[src/rtl/fetch_stage.sv]
// Purpose : instruction-fetch stage; owns the PC, addresses imem, fills the IF/ID register.
// Latency : 1 cycle from the edge that samples pc_f to instr_d/pc_d/valid_d.
// Backpressure: stall_f holds the PC, stall_d holds IF/ID, flush_d inserts a bubble.
//
// Ports:
//   clk, rst            pipeline clock; synchronous active-low reset
//   stall_f, stall_d    fetch / decode stalls from the hazard unit
//   flush_d             replace IF/ID with a NOP bubble (wins over stall_d)
//   pc_src_e,
//   pc_target_e         taken branch/jump redirect from execute (wins over stall_f)
//   instr_f             combinational imem read data for pc_f
//   pc_f                current fetch PC (imem address)
//   instr_d, pc_d,
//   pc_plus4_d, valid_d IF/ID pipeline register
//   fetch_count         saturating count of valid captures into IF/ID
module fetch_stage #(
  parameter logic [31:0] RESET_PC  = 32'h00000000,
  parameter logic [31:0] NOP_INSTR = 32'h00000013,
  parameter int          CNT_W     = 16
) (
  input  logic             clk,
  input  logic             rst,
  input  logic             stall_f,
  input  logic             stall_d,
  input  logic             flush_d,
  input  logic             pc_src_e,
  input  logic [31:0]      pc_target_e,
  input  logic [31:0]      instr_f,
  output logic [31:0]      pc_f,
  output logic [31:0]      instr_d,
  output logic [31:0]      pc_d,
  output logic [31:0]      pc_plus4_d,
  output logic             valid_d,
  output logic [CNT_W-1:0] fetch_count
);

  logic [31:0]      pc_f_q,       pc_f_d;
  logic [31:0]      instr_d_q,    instr_d_d;
  logic [31:0]      pc_d_q,       pc_d_d;
  logic [31:0]      pc_plus4_d_q, pc_plus4_d_d;
  logic             valid_d_q,    valid_d_d;
  logic [CNT_W-1:0] cnt_q,        cnt_d;
  logic             capture;

  // Next PC: redirect beats stall; target is forced word-aligned.
  always_comb begin
    pc_f_d = pc_f_q + 32'd4;
    if (pc_src_e) begin
      pc_f_d = {pc_target_e[31:2], 2'b00};
    end else if (stall_f) begin
      pc_f_d = pc_f_q;
    end
  end

  // IF/ID register: flush beats stall; capture only on the plain path.
  always_comb begin
    instr_d_d    = instr_d_q;
    pc_d_d       = pc_d_q;
    pc_plus4_d_d = pc_plus4_d_q;
    valid_d_d    = valid_d_q;
    capture      = 1'b0;
    if (flush_d) begin
      instr_d_d    = NOP_INSTR;
      pc_d_d       = 32'd0;
      pc_plus4_d_d = 32'd0;
      valid_d_d    = 1'b0;
    end else if (!stall_d) begin
      instr_d_d    = instr_f;
      pc_d_d       = pc_f_q;
      pc_plus4_d_d = pc_f_q + 32'd4;
      valid_d_d    = 1'b1;
      capture      = 1'b1;
    end
  end

  // Counter saturates at all-ones rather than wrapping.
  always_comb begin
    cnt_d = cnt_q;
    if (capture && (cnt_q != {CNT_W{1'b1}})) begin
      cnt_d = cnt_q + {{(CNT_W-1){1'b0}}, 1'b1};
    end
  end

  // Reset overrides everything, so the zero word imem returns during reset is never captured.
  always_ff @(posedge clk) begin
    if (!rst) begin
      pc_f_q       <= RESET_PC;
      instr_d_q    <= NOP_INSTR;
      pc_d_q       <= 32'd0;
      pc_plus4_d_q <= 32'd0;
      valid_d_q    <= 1'b0;
      cnt_q        <= '0;
    end else begin
      pc_f_q       <= pc_f_d;
      instr_d_q    <= instr_d_d;
      pc_d_q       <= pc_d_d;
      pc_plus4_d_q <= pc_plus4_d_d;
      valid_d_q    <= valid_d_d;
      cnt_q        <= cnt_d;
    end
  end

  assign pc_f        = pc_f_q;
  assign instr_d     = instr_d_q;
  assign pc_d        = pc_d_q;
  assign pc_plus4_d  = pc_plus4_d_q;
  assign valid_d     = valid_d_q;
  assign fetch_count = cnt_q;

endmodule

[config.mk]
export PLATFORM = sky130hd
export DESIGN_NAME = fetch_stage
export DESIGN_NICKNAME = d
export VERILOG_FILES = /design/src/rtl/fetch_stage.sv
export SDC_FILE = /design/constraint.sdc
export NUM_CORES = 1
export LEC_CHECK = 0
export CAP_MARGIN = 40
export CORE_UTILIZATION = 50
export DETAILED_ROUTE_END_ITERATION = 6
export DONT_BUFFER_PORTS = 1
export SYNTH_ARGS = -nofsm -noshare
export SYNTH_HDL_FRONTEND = slang
export SYNTH_SLANG_ARGS = --single-unit
[constraint.sdc]
create_clock -name clk -period 2.4 [get_ports clk]
set_clock_uncertainty 0.05 [all_clocks]
set_input_delay 0.24 -clock clk [delete_from_list [all_inputs] [get_ports clk]]
set_output_delay 0.24 -clock clk [all_outputs]
set_load 0.01 [all_outputs]
## Word-level counts from Yosys, hierarchy flattened

Index checks and enable logic that the tools add are counted.

| cells by class | value |
|---|---|
| $add $sub $neg | 2 |
| eq/ne operators | 2 |
| multiplexer cells | 4 |
| bitwise logic cells | 1 |
| reductions and logical operators | 3 |

Operators by type and width:

| cell | number |
|---|---|
| 2-to-1 mux 32 bit | 2 |
| adder 32 x 3 -> 32 bit, second input constant | 1 |
| adder 16 x 1 -> 16 bit, second input constant | 1 |
| inequality test 16 bit, second input constant | 1 |
| OR reduction 2 bit | 2 |
| 2-to-1 mux 1 bit | 2 |
| inequality test 2 x 1 -> 1 bit, second input constant | 1 |
| logical AND 1 bit | 1 |
| inverter 1 bit | 1 |

| word-level totals | value |
|---|---|
| flip-flop bits (word level) | 145 |
| input bits | 70 |
| output and inout bits | 145 |
| logic and storage cells | 19 |

## Longest topological paths before layout

Gate-level depths: netlist of the first run.

| logic depth | value |
|---|---|
| depth in word-level cells | 3 |
| depth in mapped cells | 7 |
| depth with buffers taken out | 6 |

## Worst setup path after synthesis of the first run

OpenSTA, ideal clock, no wires.

| timing path | value |
|---|---|
| path kind | register to register |
| start point | register pc_f_q[2], in the netlist pc_f[2] |
| end point | register pc_plus4_d_q[20], in the netlist pc_plus4_d[20] |
| setup time | 133 ps |
| data arrival time | 1671 ps |
| data required time | 2217 ps |
| setup slack | 546 ps |
| cell stages (with the launch flop) | 7 |
| buffers on the path | 0 |
| period minus slack after synthesis | 1854 ps |
| cell sequence | dfxtp_1 > ha_1 > nand4_1 > nor4_1 > and3_1 > xnor2_1 > a21oi_1 |

| on the way | value |
|---|---|
| cells in the longest elaborated chain, start to end | 1 |

Ends and longest elaborated chain:

| element | RTL line | source |
|---|---|---|
| from (decl) | 37 | `logic [31:0] pc_f_q, pc_f_d;` |
| from (signal assigned) | 94 | `pc_f_q <= pc_f_d;` |
| adder 32 x 3 -> 32 bit | 70 | `pc_plus4_d_d = pc_f_q + 32'd4;` |
| to (signal assigned) | 97 | `pc_plus4_d_q <= pc_plus4_d_d;` |
| to (decl) | 40 | `logic [31:0] pc_plus4_d_q, pc_plus4_d_d;` |

Every way passes these cells.
A chain may end at the register's enable or synchronous reset.

## Final worst setup path of the first run

Ends and elaborated chain as after synthesis.

==> out/metrics.cfg, run 1 <==
[drt]
detail_route.wirelength_um = 16300
detailedRoute.firstPassIterationCount = 4
ant_nets = 0
routed_via_density = 5.53
via_count = 5100
wire_per_inst_um = 17.6
detail_route.drc_violations = 0
drt_iter0_drc = 231

[worst_setup_path]
timing_worst_setup_path_type = reg2reg
setup.worst_path.end_class = flop
path_max_fanout = 5
worst-endpoint-arrival_ps = 2330
critical_path.reg2reg.endpoint = pc_plus4_d[20]
worstPathRequired_ps = 2650
worst_setup_path_start_kind = flop
critPathSlowestCell = sky130_fd_sc_hd__nor4_1
setup_slack_of_the_most_critical_reg_to_reg_path_ps = 320
critPathMaxStageDelay_ps = 550
cp.depth = 6
timing.critical_path.max_delay_family = simple AND/OR/NAND/NOR gates
timing.rr.start = pc_f[2]
ff2ff_path_depth = 6
worstPathCellList = ha_1 -> nand4_1 -> nor4_1 -> and3_1 -> xnor2_1 -> a21oi_1
cp.buffers_inverters = 0

[timing]
timing.final.crit_period_ps = 2080
maxSlewViolCount = 0
max_freq_mhz = 480
hold_viol_final = 0
fin_tns_setup_ps = 0
hold_ws_ps = 11.1
finalSetupViolCount = 0
max-slew-margin-rel_pct = 57.6
layout_setup_ws_ps = 317
min_period_over_period_pct = 86.8
worst_pin_slew_ps = 635
grt_setup_unrepaired = false

[placed_design]
dpl-instance-area_um2 = 6330
place_worst_setup_slack_ps = 377
final_weighted_congestion_in_routability_driven_placement = 0.808
dpl_hpwl_um = 10400
buffer_ports.inserted = 0

[global_routing]
globalRouteTotalUtil_pct = 26.2
antenna_violations_before_repair = 0
grt_pass1_wl_um = 26100
grt_max_degree = 52
globalRouteOverflowTotal = 0
first_global_vias = 5170

[die]
rows = 40
die_h_um = 113
placeableCoreArea_um2 = 12000
design.die.area_um2 = 12800
initial_core_util_pct = 51.5
die_w_um = 113
num_io_pins = 215

[power]
switching_share_pct = 24.6
power.sequential.fraction_pct = 44.7
internal-power_w = 0.00422
power.density_cell_area_nw_per_um2 = 715
comb_power_share_pct = 9.5
clockPowerShare_pct = 45.7
vdd_ir_drop_max_mv = 0.479
net_switching_power_w = 0.00138
leakage_power_of_the_design_nw = 3.15

[clock_tree]
clock_tree_from_tritoncts = done
ctsHoldBuffers = 89
cts_post_setup_buffers_inserted = 0
worstSkewPairLatency_ps = 410
cts-buffers-inserted = 17
cts_resized = 0
clock-root-buffer = sky130_fd_sc_hd__clkbuf_16
cts_sinks = 139
htree_levels = 4
clock_path_buffers = 2
clk_pin_slew_ps = 60

[synthesis]
ys_warn_count = 0
synthDominantCellAreaShare_pct = 45.0
top_flip_flop_cell_by_instance_count_after_synthesis = sky130_fd_sc_hd__dfxtp_1
synth_area_leaders = sky130_fd_sc_hd__dfxtp_1 45%, sky130_fd_sc_hd__mux2i_1 11%, sky130_fd_sc_hd__xor2_1 6.5%, sky130_fd_sc_hd__nor2_1 5.3%, sky130_fd_sc_hd__a21oi_1 4.3%
synth-seq-area-share_pct = 45.0
yosys-top-cells-count = 139 x sky130_fd_sc_hd__dfxtp_1, 87 x sky130_fd_sc_hd__nor2_1, 70 x sky130_fd_sc_hd__mux2i_1
postSynthCellCount = 682
ys_types = 40
yosys.cell_count.top_type = sky130_fd_sc_hd__dfxtp_1
synth_seq_cells = 139
syn_area_um2 = 6180
syn_area_per_cell_um2 = 9.06
synth_area_leader_cell = sky130_fd_sc_hd__dfxtp_1
synth-async-reset-ratio_pct = 0
synth_edf_count = 0

[finish]
drive_gt1_share_pct = 9.79
filler_cell_count = 986
multi_input_comb_area_um2 = 3130
area.growth.synth_to_final_pct = 26.8
design_area_um2 = 7840
design.final.nets = 835
final_antenna_diode_count = 0
seqCellArea_um2 = 2780

[hold_path]
hold_path_depth = 3
worst_hold_startpoint = pc_target_e[6]
worst_hold_path_type = in2reg
hold_path_end = pc_f[6]

[outcome]
run_status = finished, final reports clean

[flow_run]
maxCapViolations = 0

[cell usage in the layout (no fill, tap or decap), types with 29 or more instances in the layout]
cell type                       instances
sky130_fd_sc_hd__buf_4                 29
sky130_fd_sc_hd__nor2_1                87
sky130_fd_sc_hd__xor2_1                46
sky130_fd_sc_hd__dlygate4sd3_1         87
sky130_fd_sc_hd__mux2i_1               70
sky130_fd_sc_hd__nand2_1               32
sky130_fd_sc_hd__a21oi_1               53
sky130_fd_sc_hd__dfxtp_1              139
sky130_fd_sc_hd__o21ai_0               51
[cell families after synthesis]
kind of cell               synth area share, %
buffers and inverters                     4.74
other                                   0.0607
AOI/OAI and AO/OA                         9.84
DFF                                       45.0
xor gates and xnor gates                  9.21
adders and majority gates                0.405
muxes                                     11.3
and+or+nand+nor                           19.4
[power by group through the flow]
stage / Clock, W / Combinational, W / Sequential (W)
6_report: 0.00256 / 0.000534 / 0.00251
5_1_grt: 0.00272 / 0.000585 / 0.00252
4_1_cts: 0.00260 / 0.000527 / 0.00250
3_5_place_dp: 0 / 0.000363 / 0.00255
3_3_place_gp: 0 / 0.000354 / 0.00255
2_1_floorplan: 0 / 0.000321 / 0.00254
[worst max path at each step]
stage                     slack, ps        endpoint     from
after floorplan                 550  pc_plus4_d[20]  pc_f[2]
after global placement          430  pc_plus4_d[20]  pc_f[2]
after detailed placement        380  pc_plus4_d[20]  pc_f[2]
after CTS                       370  pc_plus4_d[20]  pc_f[2]
after global routing            230  pc_plus4_d[20]  pc_f[3]
final                           320  pc_plus4_d[20]  pc_f[2]
[routing by layer]
metal / up-vias / part of all wire [%] / wire length (um) / GRT usage [%]
met1: 2410 / 41 / 6710 / 29.4
li1: 2498 / - / - / -
met4: 0 / 1.8 / 301 / 11.8
met5: - / 0 / 0 / 0
met3: 26 / 7.0 / 1140 / 8.57
met2: 166 / 50 / 8120 / 45.1
[stage by stage]
step           power, W  std cells  utilization [%]
2_1_floorplan   0.00286        687                -
3_3_place_gp    0.00291        802             52.7
3_5_place_dp    0.00292        802             52.7
4_1_cts         0.00563        923             65.2
5_1_grt         0.00582        923             65.2
6_report        0.00560        923             65.2
[registers in the layout (all words and copies together) (netlist names)]
register	flops
fetch_count	16
valid_d	1
pc_f	30
pc_d	30
instr_d	32
pc_plus4_d	30
[worst reg2reg max path: cells and delay by family (launching register included)]
| kind | cells | cell delay, ps |
|---|---|---|
| simple gates | 3 | 1110 |
| flops | 1 | 340 |
| fa+ha+maj | 1 | 260 |
| xor+xnor | 1 | 120 |
| compound gates | 1 | 80 |
[cell type report]
type	instances	area share, %
multi-input combinational	482	39.9
sequential	139	35.5
timing repair buffer	118	14.5
clock buffer	18	5.61
tap	147	2.35
clock inverter	14	1.88
inverter	5	0.240
No activity file was read; power rests on OpenSTA's default activity.
==> run 2: changes to the inputs <==
--- a/config.mk
+++ b/config.mk
@@ -5,6 +5,7 @@
 export SDC_FILE = /design/constraint.sdc
 export NUM_CORES = 1
 export LEC_CHECK = 0
+export ABC_AREA = 1
 export CAP_MARGIN = 40
 export CORE_UTILIZATION = 50
 export DETAILED_ROUTE_END_ITERATION = 6
==> run 2 against run 1 <==
  * Synthesized area increased by 3.4%
  * Wire length rose by 11%
  * Power is 2.6% higher
  * Worst hold slack improved by 14 ps
  * Cell count rose by 23%
  * Sequential share of layout area is 1.0 points higher
==> out/metrics.cfg, run 2 <==
[finish]
postLayoutCoreUtil_pct = 62.4  ; -2.8 points
design.final.nets = 1024  ; +23%
commonest_non_fill_non_tap_cell_in_the_layout = sky130_fd_sc_hd__nand2_1
most-common-layout-cells = 259 x sky130_fd_sc_hd__nand2_1, 139 x sky130_fd_sc_hd__dfxtp_1, 102 x sky130_fd_sc_hd__nor2_1, 95 x sky130_fd_sc_hd__inv_1, 89 x sky130_fd_sc_hd__a21oi_1
drive_gt1_share_pct = 7.67  ; -2.1 points
largest_register_ffs = 32  ; unchanged
filler_cell_count = 1117  ; +13%
area.growth.synth_to_final_pct = 19.3
final_antenna_diode_count = 0  ; unchanged

[global_routing]
grt_max_degree = 72  ; +38%
first_global_vias = 5661  ; +9.5%
antenna_violations_before_repair = 0  ; unchanged
globalRouteOverflowTotal = 0  ; unchanged
grt_pass1_wl_um = 28000  ; +7.3%
globalRouteTotalUtil_pct = 27.6  ; +1.4 points

[clock_tree]
worstSkewPairLatency_ps = 420  ; about the same
clock_path_buffers = 2  ; unchanged
cts-buffers-inserted = 17  ; unchanged
clock_tree_from_tritoncts = done
cts_sinks = 139  ; unchanged
htree_levels = 4  ; unchanged
cts_post_setup_buffers_inserted = 0  ; unchanged
clock-root-buffer = sky130_fd_sc_hd__clkbuf_16
clk_pin_slew_ps = 60  ; about the same

[timing]
max_freq_mhz = 512  ; +6.6%
fin_tns_setup_ps = 0  ; unchanged
min_period_over_period_pct = 81.4  ; -5.4 points
timing.final.crit_period_ps = 1950  ; -130 ps
hold_viol_final = 0  ; unchanged
grt_setup_unrepaired = false
finalSetupViolCount = 0  ; unchanged
worst_pin_slew_ps = 723  ; +88.0 ps
max-slew-margin-rel_pct = 51.8  ; -5.9 points
maxSlewViolCount = 0  ; unchanged

[drt]
detail_route.drc_violations = 0  ; unchanged
detail_route.wirelength_um = 18000  ; +11%
wire_per_inst_um = 15.9  ; -9.8%
routed_via_density = 5.26  ; -4.8%
drt_iter0_drc = 334  ; +45%
detailedRoute.firstPassIterationCount = 5  ; +1
via_count = 5957  ; +17%
ant_nets = 0  ; unchanged

[worst_setup_path]
worst-endpoint-arrival_ps = 2230  ; -100 ps
worst_setup_path_start_kind = primary input
setup_slack_of_the_most_critical_reg_to_reg_path_ps = 460  ; +140 ps
path_max_fanout = 1  ; -4
worstPathRequired_ps = 2670  ; +20 ps
critical_path.reg2reg.endpoint = fetch_count[9]
timing.rr.start = fetch_count[0]
ff2ff_path_depth = 8  ; +2
setup.worst_path.end_class = flop
timing_worst_setup_path_type = in2reg

[synthesis]
postSynthCellCount = 922  ; +35%
synthDominantCellAreaShare_pct = 43.5  ; -1.5 points
synth_area_leaders = sky130_fd_sc_hd__dfxtp_1 44%, sky130_fd_sc_hd__nand2_1 15%, sky130_fd_sc_hd__a21oi_1 7.0%, sky130_fd_sc_hd__nor2_1 6.1%, sky130_fd_sc_hd__inv_1 5.6%
syn_area_per_cell_um2 = 6.93  ; -24%
synth_seq_cells = 139  ; unchanged
ys_warn_count = 0  ; unchanged
synth-async-reset-ratio_pct = 0  ; unchanged
synth_area_leader_cell = sky130_fd_sc_hd__dfxtp_1
synth_edf_count = 0  ; unchanged
yosys.cell_count.top_type = sky130_fd_sc_hd__nand2_1
syn_area_um2 = 6390  ; +3.4%
ys_types = 35  ; -13%
synth-seq-area-share_pct = 43.5  ; -1.5 points
top_flip_flop_cell_by_instance_count_after_synthesis = sky130_fd_sc_hd__dfxtp_1
yosys-top-cells-count = 259 x sky130_fd_sc_hd__nand2_1, 139 x sky130_fd_sc_hd__dfxtp_1, 103 x sky130_fd_sc_hd__nor2_1

[die]
placeableCoreArea_um2 = 12200  ; +1.7%
num_io_pins = 215  ; unchanged
rows = 40  ; unchanged
initial_core_util_pct = 52.3  ; +0.87 points
die_h_um = 115  ; +1.6%
die_w_um = 115  ; +1.6%
design.die.area_um2 = 13200  ; +3.3%

[outcome]
run_status = finished, final reports clean

[placed_design]
final_weighted_congestion_in_routability_driven_placement = 0.931  ; +15%
dpl_hpwl_um = 12100  ; +16%
buffer_ports.inserted = 0  ; unchanged

[power]
leakage_power_of_the_design_nw = 3.27  ; +3.5%
vdd_ir_drop_max_mv = 0.431  ; -9.9%
power.density_cell_area_nw_per_um2 = 754  ; +5.5%

[hold_path]
hold_path_end = pc_f[26]
worst_hold_path_type = in2reg
worst_hold_startpoint = pc_target_e[26]
hold_path_depth = 4  ; +1

[flow_run]
maxCapViolations = 0  ; unchanged

-- run 2: cell count changes after synthesis, moves of 11 or more --
cell,previous run,this run
sky130_fd_sc_hd__xor2_1,46,15
sky130_fd_sc_hd__mux2i_1,70,0
sky130_fd_sc_hd__a21oi_1,53,89
sky130_fd_sc_hd__nand2_1,32,259
sky130_fd_sc_hd__o21ai_0,51,70
sky130_fd_sc_hd__inv_1,4,95
sky130_fd_sc_hd__and2_1,14,3
sky130_fd_sc_hd__nand4_1,24,6
sky130_fd_sc_hd__xnor2_1,19,2
sky130_fd_sc_hd__buf_2,18,5
sky130_fd_sc_hd__nor2_1,87,103
-- run 2: routing by layer --
metal	up-vias	part of all wire [%]	GRT usage (%)
li1	2955	-	-
met1	2716	42	32.3
met2	244	45	45.3
met3	42	9.7	10.1
met4	0	2.4	12.3
met5	-	0	0
-- run 2: worst max path at each step --
stage / depth (start not counted) / slack, ps / from / endpoint
2_1_floorplan: 10 / 780 / pc_f[3] / pc_f[20]
3_3_place_gp: 8 / 520 / fetch_count[0] / fetch_count[9]
3_5_place_dp: 8 / 500 / fetch_count[0] / fetch_count[9]
4_1_cts: 8 / 480 / fetch_count[0] / fetch_count[9]
5_1_grt: 8 / 340 / fetch_count[0] / fetch_count[9]
6_report: 7 / 450 / pc_target_e[2] / pc_f[2]
-- run 2: cell type report --
cell class / count / area [um^2] / area share (%)
Multi-Input combinational cell: 640 / 3040 / 39.8
Inverter: 99 / 373 / 4.89
Sequential cell: 139 / 2780 / 36.5
Clock inverter: 14 / 194 / 2.54
Timing Repair Buffer: 55 / 586 / 7.68
Tap cell: 168 / 210 / 2.76
Clock buffer: 18 / 439 / 5.76
-- run 2: stage by stage --
stage	power (W)	cells	setup slack, ps	hold WS, ps	area [um^2]
6_report	0.00574	1133	447	24.7	7620
3_3_place_gp	0.00289	1053	525	294	6480
4_1_cts	0.00579	1133	477	0.518	7620
5_1_grt	0.00594	1133	336	36.7	7620
2_1_floorplan	0.00283	927	779	318	6410
3_5_place_dp	0.00290	1054	499	300	6500
-- run 2: timing repair --
action | in CTS | in global routing
hold endpoints to repair | 82 | 0
hold buffers | 47 | 0
setup endpoints to repair | 0 | 0
resized for setup | 0 | 0
-- run 2: critical path, stage by stage --
cell and delay, ps:
sky130_fd_sc_hd__dlygate4sd3_1 560, sky130_fd_sc_hd__nand2_1 70, sky130_fd_sc_hd__dlygate4sd3_1 540, sky130_fd_sc_hd__o21ai_0 80, sky130_fd_sc_hd__o21ai_0 140, sky130_fd_sc_hd__dlygate4sd3_1 560, sky130_fd_sc_hd__inv_1 40
-- run 2: cell families (layout without fill, tap and decap cells) --
logic type	after synthesis	in the layout	share of synthesized area (%)
flops	139	139	43.5
fa+ha+maj	2	2	0.392
compound gates	182	182	14.7
simple gates	430	430	28.9
other cells	1	6	0.0587
xor+xnor	20	20	3.09
buf+inv	148	186	9.26
-- run 2: power by group --
group          internal (W)  switching [W]
registers           0.00239       0.000134
logic              0.000163       0.000253
clock network       0.00177        0.00103
total               0.00433        0.00142
